### config.mk
export PLATFORM = sky130hd
export DESIGN_NAME = fetch_unit
export DESIGN_NICKNAME = d
export VERILOG_FILES = /design/src/rtl/fetch_unit_pkg.sv /design/src/rtl/fetch_hold_buf.sv /design/src/rtl/fetch_unit.sv
export SDC_FILE = /design/constraint.sdc
export NUM_CORES = 1
export LEC_CHECK = 0
export CAP_MARGIN = 20
export CORE_MARGIN = 1.5
export CORE_UTILIZATION = 49
export CTS_CLUSTER_SIZE = 28
export DETAILED_ROUTE_END_ITERATION = 16
export PLACE_DENSITY_LB_ADDON = 0.1
export REMOVE_ABC_BUFFERS = 1
export SYNTH_ARGS = -nofsm -noshare
export SYNTH_HDL_FRONTEND = slang
export SYNTH_SLANG_ARGS = --single-unit
### constraint.sdc
create_clock -name clk -period 2.7 [get_ports clk]
set_input_delay 0.27 -clock clk [delete_from_list [all_inputs] [get_ports clk]]
set_output_delay 0.27 -clock clk [all_outputs]
set_load 0.05 [all_outputs]
### src/rtl/fetch_unit_pkg.sv
// Shared widths, state encodings and constants for the instruction-fetch stage.
package fetch_unit_pkg;

   localparam int unsigned ADDR_BUS = 32;
   localparam int unsigned DATA_BUS = 32;
   localparam int unsigned PC_INC   = 4;

   typedef enum logic [1:0] {
      S_IDLE = 2'd0,
      S_REQ  = 2'd1,
      S_WAIT = 2'd2,
      S_HOLD = 2'd3
   } fetch_state_e;

endpackage

### src/rtl/fetch_hold_buf.sv
// One-entry pc+inst holding register; clear wins over load.
module fetch_hold_buf
   import fetch_unit_pkg::*;
#(
   parameter int unsigned AW = ADDR_BUS,
   parameter int unsigned DW = DATA_BUS
) (
   input  logic          clk,
   input  logic          rst,
   input  logic          load,
   input  logic          clear,
   input  logic [AW-1:0] pc_in,
   input  logic [DW-1:0] inst_in,
   output logic          valid,
   output logic [AW-1:0] pc,
   output logic [DW-1:0] inst
);

   logic          valid_q, valid_d;
   logic [AW-1:0] pc_q, pc_d;
   logic [DW-1:0] inst_q, inst_d;

   always_comb begin
      valid_d = valid_q;
      pc_d    = pc_q;
      inst_d  = inst_q;
      if (clear) begin
         valid_d = 1'b0;
      end else if (load) begin
         valid_d = 1'b1;
         pc_d    = pc_in;
         inst_d  = inst_in;
      end
   end

   always_ff @(posedge clk) begin
      if (rst) begin
         valid_q <= 1'b0;
         pc_q    <= '0;
         inst_q  <= '0;
      end else begin
         valid_q <= valid_d;
         pc_q    <= pc_d;
         inst_q  <= inst_d;
      end
   end

   assign valid = valid_q;
   assign pc    = pc_q;
   assign inst  = inst_q;

endmodule

### src/rtl/fetch_unit.sv
// Instruction-fetch stage: owns the PC, one outstanding imem request, stall/redirect aware.
// Optional FETCH_ALIGN_CHECK_EN adds fetch_addr_err and blocks misaligned requests.
module fetch_unit
   import fetch_unit_pkg::*;
#(
   parameter int unsigned          ADDR_WIDTH = ADDR_BUS,
   parameter int unsigned          DATA_WIDTH = DATA_BUS,
   parameter logic [ADDR_WIDTH-1:0] RESET_PC  = '0
) (
   input  logic                  clk,
   input  logic                  rst,
   input  logic                  stall,
   input  logic                  redirect,
   input  logic [ADDR_WIDTH-1:0] redirect_pc,
   output logic                  imem_req,
   output logic [ADDR_WIDTH-1:0] imem_addr,
   input  logic                  imem_gnt,
   input  logic                  imem_rvalid,
   input  logic [DATA_WIDTH-1:0] imem_rdata,
`ifdef FETCH_ALIGN_CHECK_EN
   output logic                  fetch_addr_err,
`endif
   output logic [ADDR_WIDTH-1:0] pc_out,
   output logic [DATA_WIDTH-1:0] inst_out,
   output logic                  bubble_out
);

   fetch_state_e          state_q, state_d;
   logic [ADDR_WIDTH-1:0] fetch_pc_q, fetch_pc_d;
   logic [ADDR_WIDTH-1:0] req_pc_q, req_pc_d;
   logic                  kill_q, kill_d;

   logic                  misaligned_c;
   logic                  req_c;
   logic                  hb_load, hb_clear, hb_valid;
   logic [ADDR_WIDTH-1:0] hb_pc;
   logic [DATA_WIDTH-1:0] hb_inst;
   logic                  present;
   logic [ADDR_WIDTH-1:0] pres_pc;
   logic [DATA_WIDTH-1:0] pres_inst;

`ifdef FETCH_ALIGN_CHECK_EN
   assign misaligned_c   = (fetch_pc_q[1:0] != 2'b00);
   assign fetch_addr_err = (state_q == S_REQ) && misaligned_c;
`else
   assign misaligned_c   = 1'b0;
`endif

   assign req_c = (state_q == S_REQ) && !misaligned_c;

   fetch_hold_buf #(
      .AW (ADDR_WIDTH),
      .DW (DATA_WIDTH)
   ) u_hold_buf (
      .clk     (clk),
      .rst     (rst),
      .load    (hb_load),
      .clear   (hb_clear),
      .pc_in   (req_pc_q),
      .inst_in (imem_rdata),
      .valid   (hb_valid),
      .pc      (hb_pc),
      .inst    (hb_inst)
   );

   // Next-state, PC and presentation; redirect overrides everything at the end.
   always_comb begin
      state_d    = state_q;
      fetch_pc_d = fetch_pc_q;
      req_pc_d   = req_pc_q;
      kill_d     = kill_q;
      hb_load    = 1'b0;
      hb_clear   = 1'b0;
      present    = 1'b0;
      pres_pc    = '0;
      pres_inst  = '0;

      case (state_q)
         S_IDLE: state_d = S_REQ;
         S_REQ: begin
            if (req_c && imem_gnt) begin
               state_d    = S_WAIT;
               req_pc_d   = fetch_pc_q;
               fetch_pc_d = fetch_pc_q + ADDR_WIDTH'(PC_INC);
            end
         end
         S_WAIT: begin
            if (imem_rvalid) begin
               if (kill_q) begin
                  kill_d  = 1'b0;
                  state_d = S_REQ;
               end else if (!stall) begin
                  present   = 1'b1;
                  pres_pc   = req_pc_q;
                  pres_inst = imem_rdata;
                  state_d   = S_REQ;
               end else begin
                  hb_load = 1'b1;
                  state_d = S_HOLD;
               end
            end
         end
         S_HOLD: begin
            present   = hb_valid;
            pres_pc   = hb_pc;
            pres_inst = hb_inst;
            if (!stall) begin
               hb_clear = 1'b1;
               state_d  = S_REQ;
            end
         end
         default: state_d = S_IDLE;
      endcase

      if (redirect) begin
         fetch_pc_d = redirect_pc;
         hb_load    = 1'b0;
         hb_clear   = 1'b1;
         present    = 1'b0;
         pres_pc    = '0;
         pres_inst  = '0;
         if (state_q == S_WAIT && !imem_rvalid) begin
            kill_d  = 1'b1;
            state_d = S_WAIT;
         end else if (state_q == S_REQ && req_c && imem_gnt) begin
            kill_d  = 1'b1;
            state_d = S_WAIT;
         end else begin
            kill_d  = 1'b0;
            state_d = S_REQ;
         end
      end
   end

   always_ff @(posedge clk) begin
      if (rst) begin
         state_q    <= S_IDLE;
         fetch_pc_q <= RESET_PC;
         req_pc_q   <= '0;
         kill_q     <= 1'b0;
      end else begin
         state_q    <= state_d;
         fetch_pc_q <= fetch_pc_d;
         req_pc_q   <= req_pc_d;
         kill_q     <= kill_d;
      end
   end

   assign imem_req   = req_c;
   assign imem_addr  = fetch_pc_q;
   assign pc_out     = present ? pres_pc : '0;
   assign inst_out   = present ? pres_inst : '0;
   assign bubble_out = !present;

endmodule

Word-level counts from Yosys, hierarchy flattened:

Cells that the tools add are included.

* $add $sub $neg: 1
* equality and inequality tests: 6
* muxes and demuxes: 41
* bitwise logic cells: 1
* reductions and logical operators: 15

Operators with widths (number)
* $mux W32: 13
* $pmux W32 S2: 2
* $add A32 B3 Y32 const B: 1
* $mux W1: 16
* $mux W2: 8
* $pmux W2 S4: 1
* $reduce_and A2 Y1: 4
* $reduce_bool A2 Y1: 4
* $ne A3 B3 Y1 const B: 2
* $eq A2 B2 Y1 const B: 2
* $ne A3 B2 Y1 const B: 1
* $reduce_and A3 Y1: 1
* $eq A2 B1 Y1 const B: 1
* $logic_and A1 B1 Y1: 2
* $logic_not A1 Y1: 2
* $logic_not A2 Y1: 1
* $pmux W1 S2: 1
* $reduce_or A2 Y1: 1
* $not A1 Y1: 1

* flip-flop bits (word level): 132
* input bits: 70
* output and inout bits: 98
* word-level logic and storage cells: 71

Longest topological paths before layout:

* depth after elaboration: 6
* mapped depth: 8
* mapped depth without buffers: 6

Hierarchy:

Synthesis repeated with hierarchy kept, for this count alone.

* cells, all modules: 828
* area, all modules: 7043.0 um^2

By module, submodules not included
* fetch_unit: instances 1, cells an instance 533, area each 3848.7 um^2, seq. area each 1341.3 um^2
* fetch_hold_buf: instances 1, cells an instance 295, area each 3194.3 um^2, seq. area each 1301.2 um^2

Least setup slack after synthesis:

OpenSTA, ideal clock, no wires.

* kind: register to register
* from: reg state_q[1]
* to: reg fetch_pc_q[22], in the netlist imem_addr[22]
* library setup time: 91 ps
* arrival time: 2480 ps
* data required time: 2609 ps
* setup slack: 129 ps
* cell stages (with the launch flop): 8
* buffers on the path: 1
* clock period less this slack: 2571 ps
* path through: dfxtp_1 -> inv_1 -> ha_1 -> nand3_1 -> or4_1 -> buf_2 -> or4_1 -> a311oi_1

* longest elaborated chain between the ends: 4
* elaborated cells on any way between the ends: 5
* classes of those cells: eq/ne (1); reduce/logical (4)

RTL lines
* from (decl): RTL line fetch_unit.sv:28 `fetch_state_e state_q, state_d;`
* from (signal assigned): RTL line fetch_unit.sv:142 `state_q <= state_d;`
* $eq A2 B1 Y1 *: RTL line fetch_unit.sv:49 `assign req_c = (state_q == S_REQ) && !misaligned_c;`
* via imem_req: RTL line fetch_unit.sv:15 `output logic imem_req,`
* $logic_and A1 B1 Y1
* $reduce_bool A2 Y1 (no line)
* $reduce_and A2 Y1 (no line) *
* to (signal assigned): RTL line fetch_unit.sv:143 `fetch_pc_q <= fetch_pc_d;`
* to (decl): RTL line fetch_unit.sv:29 `logic [ADDR_WIDTH-1:0] fetch_pc_q, fetch_pc_d;`

The timed path passes the listed nets; every way through them passes the cells marked *.
A chain may end at the register's enable or synchronous reset.

Final worst setup path:

* from: reg state_q[0]
* to: out pc_out[0]

* longest elaborated chain between the ends: 4
* elaborated cells on any way between the ends: 7
* classes of those cells: eq/ne (2); mux (5)

RTL lines
* $eq A2 B2 Y1: RTL line fetch_unit.sv:78 `case (state_q)`
* $pmux W32 S2 / $pmux W1 S2 (equally long branches): RTL line fetch_unit.sv:78
* $mux W32 / $mux W1 (equally long branches): RTL line fetch_unit.sv:115 `if (redirect) begin`
* $mux W32 *: RTL line fetch_unit.sv:151 `assign pc_out = present ? pres_pc : '0;`
* to (decl): RTL line fetch_unit.sv:23 `output logic [ADDR_WIDTH-1:0] pc_out,`

Mark *: on every way between the ends. The rest lies on a longest branch, timed or not.

==> results.ini <==
[timing]
max_slew_margin=0.499
period_share=0.941
setup_viol=0
worst_slack_ns=0.159
hold_viol_final=0
worst-slew-pin-transition_ns=0.751
fmax_mhz=394
rsz0062_at_grt=no
report.final.slew_viol_count=0
fin_crit_ns=2.54
skew_ns=0.00871

[cts]
cts_tree=yes
clkSinkCount=132
holdBufCountCts=0
cts_root_buf=clkbuf_16
htreeDepth=4
worst_skew_pair.late_latency_ns=0.41
cts_buffer_depth=2
numCtsBuffers=17
clkTransAtPathRegs_ns=0.06

[routing]
met3WireLength_um=1150
via_per_inst=5.67
wl_per_cell_um=16.2
first_iter_violations=617
wl_met2_um=9350
wl_um=18800
first_pass_iters=5
drc=0
dr.max_layer_used=met4
ant_nets=0
drt-met1-wl_um=7910
vias=6582

[layout]
fin_cells=1160
final_cell_mix=nand2_1 (205), dfxtp_1 (132), clkdlybuf4s50_1 (101)
mostFrequentLayoutCell=nand2_1
antennaDiodeCount=0
drive_gt1_frac=0.139
syn2layout_area_growth_pct=39.3
num-nets-final=1054

[global_route]
gr-total-overflow=0
track_usage=0.276
antenna_found_initial=0
grt_max_degree=71
grt_pass1_vias=6188
grt_pass1_wl_um=29200

[place]
port-buffer-count=167
gp_congestion=0.837
place_inst=1124
dp_slack_ns=0.109
dp_hpwl_um=11900

[yosys]
syn_area_per_cell_sq_um=7.44
synthCells=832
ys_warn_count=0
yosysUniqueCellTypes=44
synth_top_area_share=0.427
syn_area_sq_mm=0.00619
synth_edf_count=0
synth-seq-cells=132
ys_seq_area_frac=0.427
synthArstFlopShare=0
synth_ff_type=dfxtp_1
yosys.area.top_type=dfxtp_1
ys_top_cells_by_area=dfxtp_1 (43%), nand2_1 (12%), a21oi_1 (7.9%)

[critical_path]
worstSetupEndpointType=output port
worstPathRequired_ns=2.43
critPathLaunchType=flop
rr_startpoint=state_q[1]$_SDFFE_PP0P_
crit_type=flop to output port
worstPathArrival_ns=2.27
startpoint=state_q[0]$_SDFFE_PP0P_
crit_fanout=64

[run]
maxCapViolCount=0

[worst_hold_path]
min_from=rst
hold_path.class=input port to flop

[die]
die_x_um=115
pin_count=168
die-area_sq_mm=0.0133
initial_core_util=0.509
core_sq_mm=0.0122
die_h_um=115
std_cell_rows=40

[run_status]
run_status=complete, no violations

[pwr]
power_density_mw_per_mm2=607
total_leakage_power_uw=0.00290
vdd_ir_drop_max_v=0.000387

==> power breakdown <==
| part | internal, uW | switching [uW] |
|---|---|---|
| clock | 1660 | 862 |
| combinational | 249 | 388 |
| sequential | 2010 | 67.7 |
==> routing by layer <==
layer / GRT usage / vias to the layer above
met1: 0.325 / 3100
met2: 0.482 / 247
met3: 0.0548 / 38
met5: 0 / -
met4: 0.129 / 0
li1: - / 3197
==> state kept, by name, summed over array words and instances (netlist names) <==
register	cells
imem_addr	32
u_hold_buf.valid	1
state_q	2
req_pc_q	32
u_hold_buf.pc	32
kill_q	1
u_hold_buf.inst	32
==> layout make-up <==
type                            count  area (sq um)
Clock buffer                       19           443
Clock inverter                     13           204
Fill cell                        1028          3540
Inverter                           15          56.3
Multi-Input combinational cell    615          3250
Sequential cell                   132          2640
Tap cell                          168           210
Timing Repair Buffer              198          1820
==> what timing repair did <==
action / in CTS / in global routing
setup endpoints to repair: 0 / 61
endpoints found under the hold margin: 0 / 0
setup buffers: 0 / 3
resized for setup: 0 / 1
==> final timing paths <==
path                                                   endpoint  slack [ns]  cells after the start
worst min-delay path             u_hold_buf.pc[14]$_SDFFE_PP0P_        0.40                      2
worst max register to register       imem_addr[26]$_SDFFE_PP0P_        0.26                      6
worst min register to register  u_hold_buf.inst[2]$_SDFFE_PP0P_        0.45                      2
worst max-delay path                                  pc_out[0]        0.16                      8
==> cell families after synthesis <==
group / count (synthesis) / share of synthesized area
simple gates: 378 / 0.264
compound gates: 219 / 0.227
flops: 132 / 0.427
buf+inv: 85 / 0.0530
xor+xnor: 10 / 0.0142
fa+ha+maj: 5 / 0.0101
mux: 3 / 0.00485
==> worst max-delay path, stage by stage, from the launching register on <==
cell,delay [ns]
dfxtp_1,0.34
inv_1,0.09
ha_1,0.21
nand3b_1,0.20
nor2_4,0.20
buf_12,0.27
a22oi_1,0.13
nor2_1,0.13
buf_4,0.21
==> cells in the mapped netlist, drive strengths merged, types with 3 or more instances <==
master,count
mux2i,3
ha,5
nand2,205
and4,6
a2111oi,3
buf,19
o21ai,9
o31ai,6
and2,3
xnor2,8
or4,9
or3,4
nand3,10
inv,14
nor2,100
and3,3
a22oi,64
nor2b,3
a31oi,4
clkbuf,51
nor4,6
a211oi,12
nor3,8
nand3b,6
a21oi,98
nand4,11
a311oi,15
dfxtp,132
==> metrics by stage <==
stage	total power, uW	setup TNS, ns	area (sq um)	utilization	hold WS [ns]
after floorplan	2410	-454.03	5920	-	0.339
after global placement	2730	0	7930	0.652	0.441
after detailed placement	2740	0	7930	0.652	0.447
after CTS	5250	0	8570	0.705	0.396
after global routing	5400	0	8620	0.709	0.437
final	5240	0	8620	0.709	0.400
Note: power is estimated with default switching activity, not from simulation.
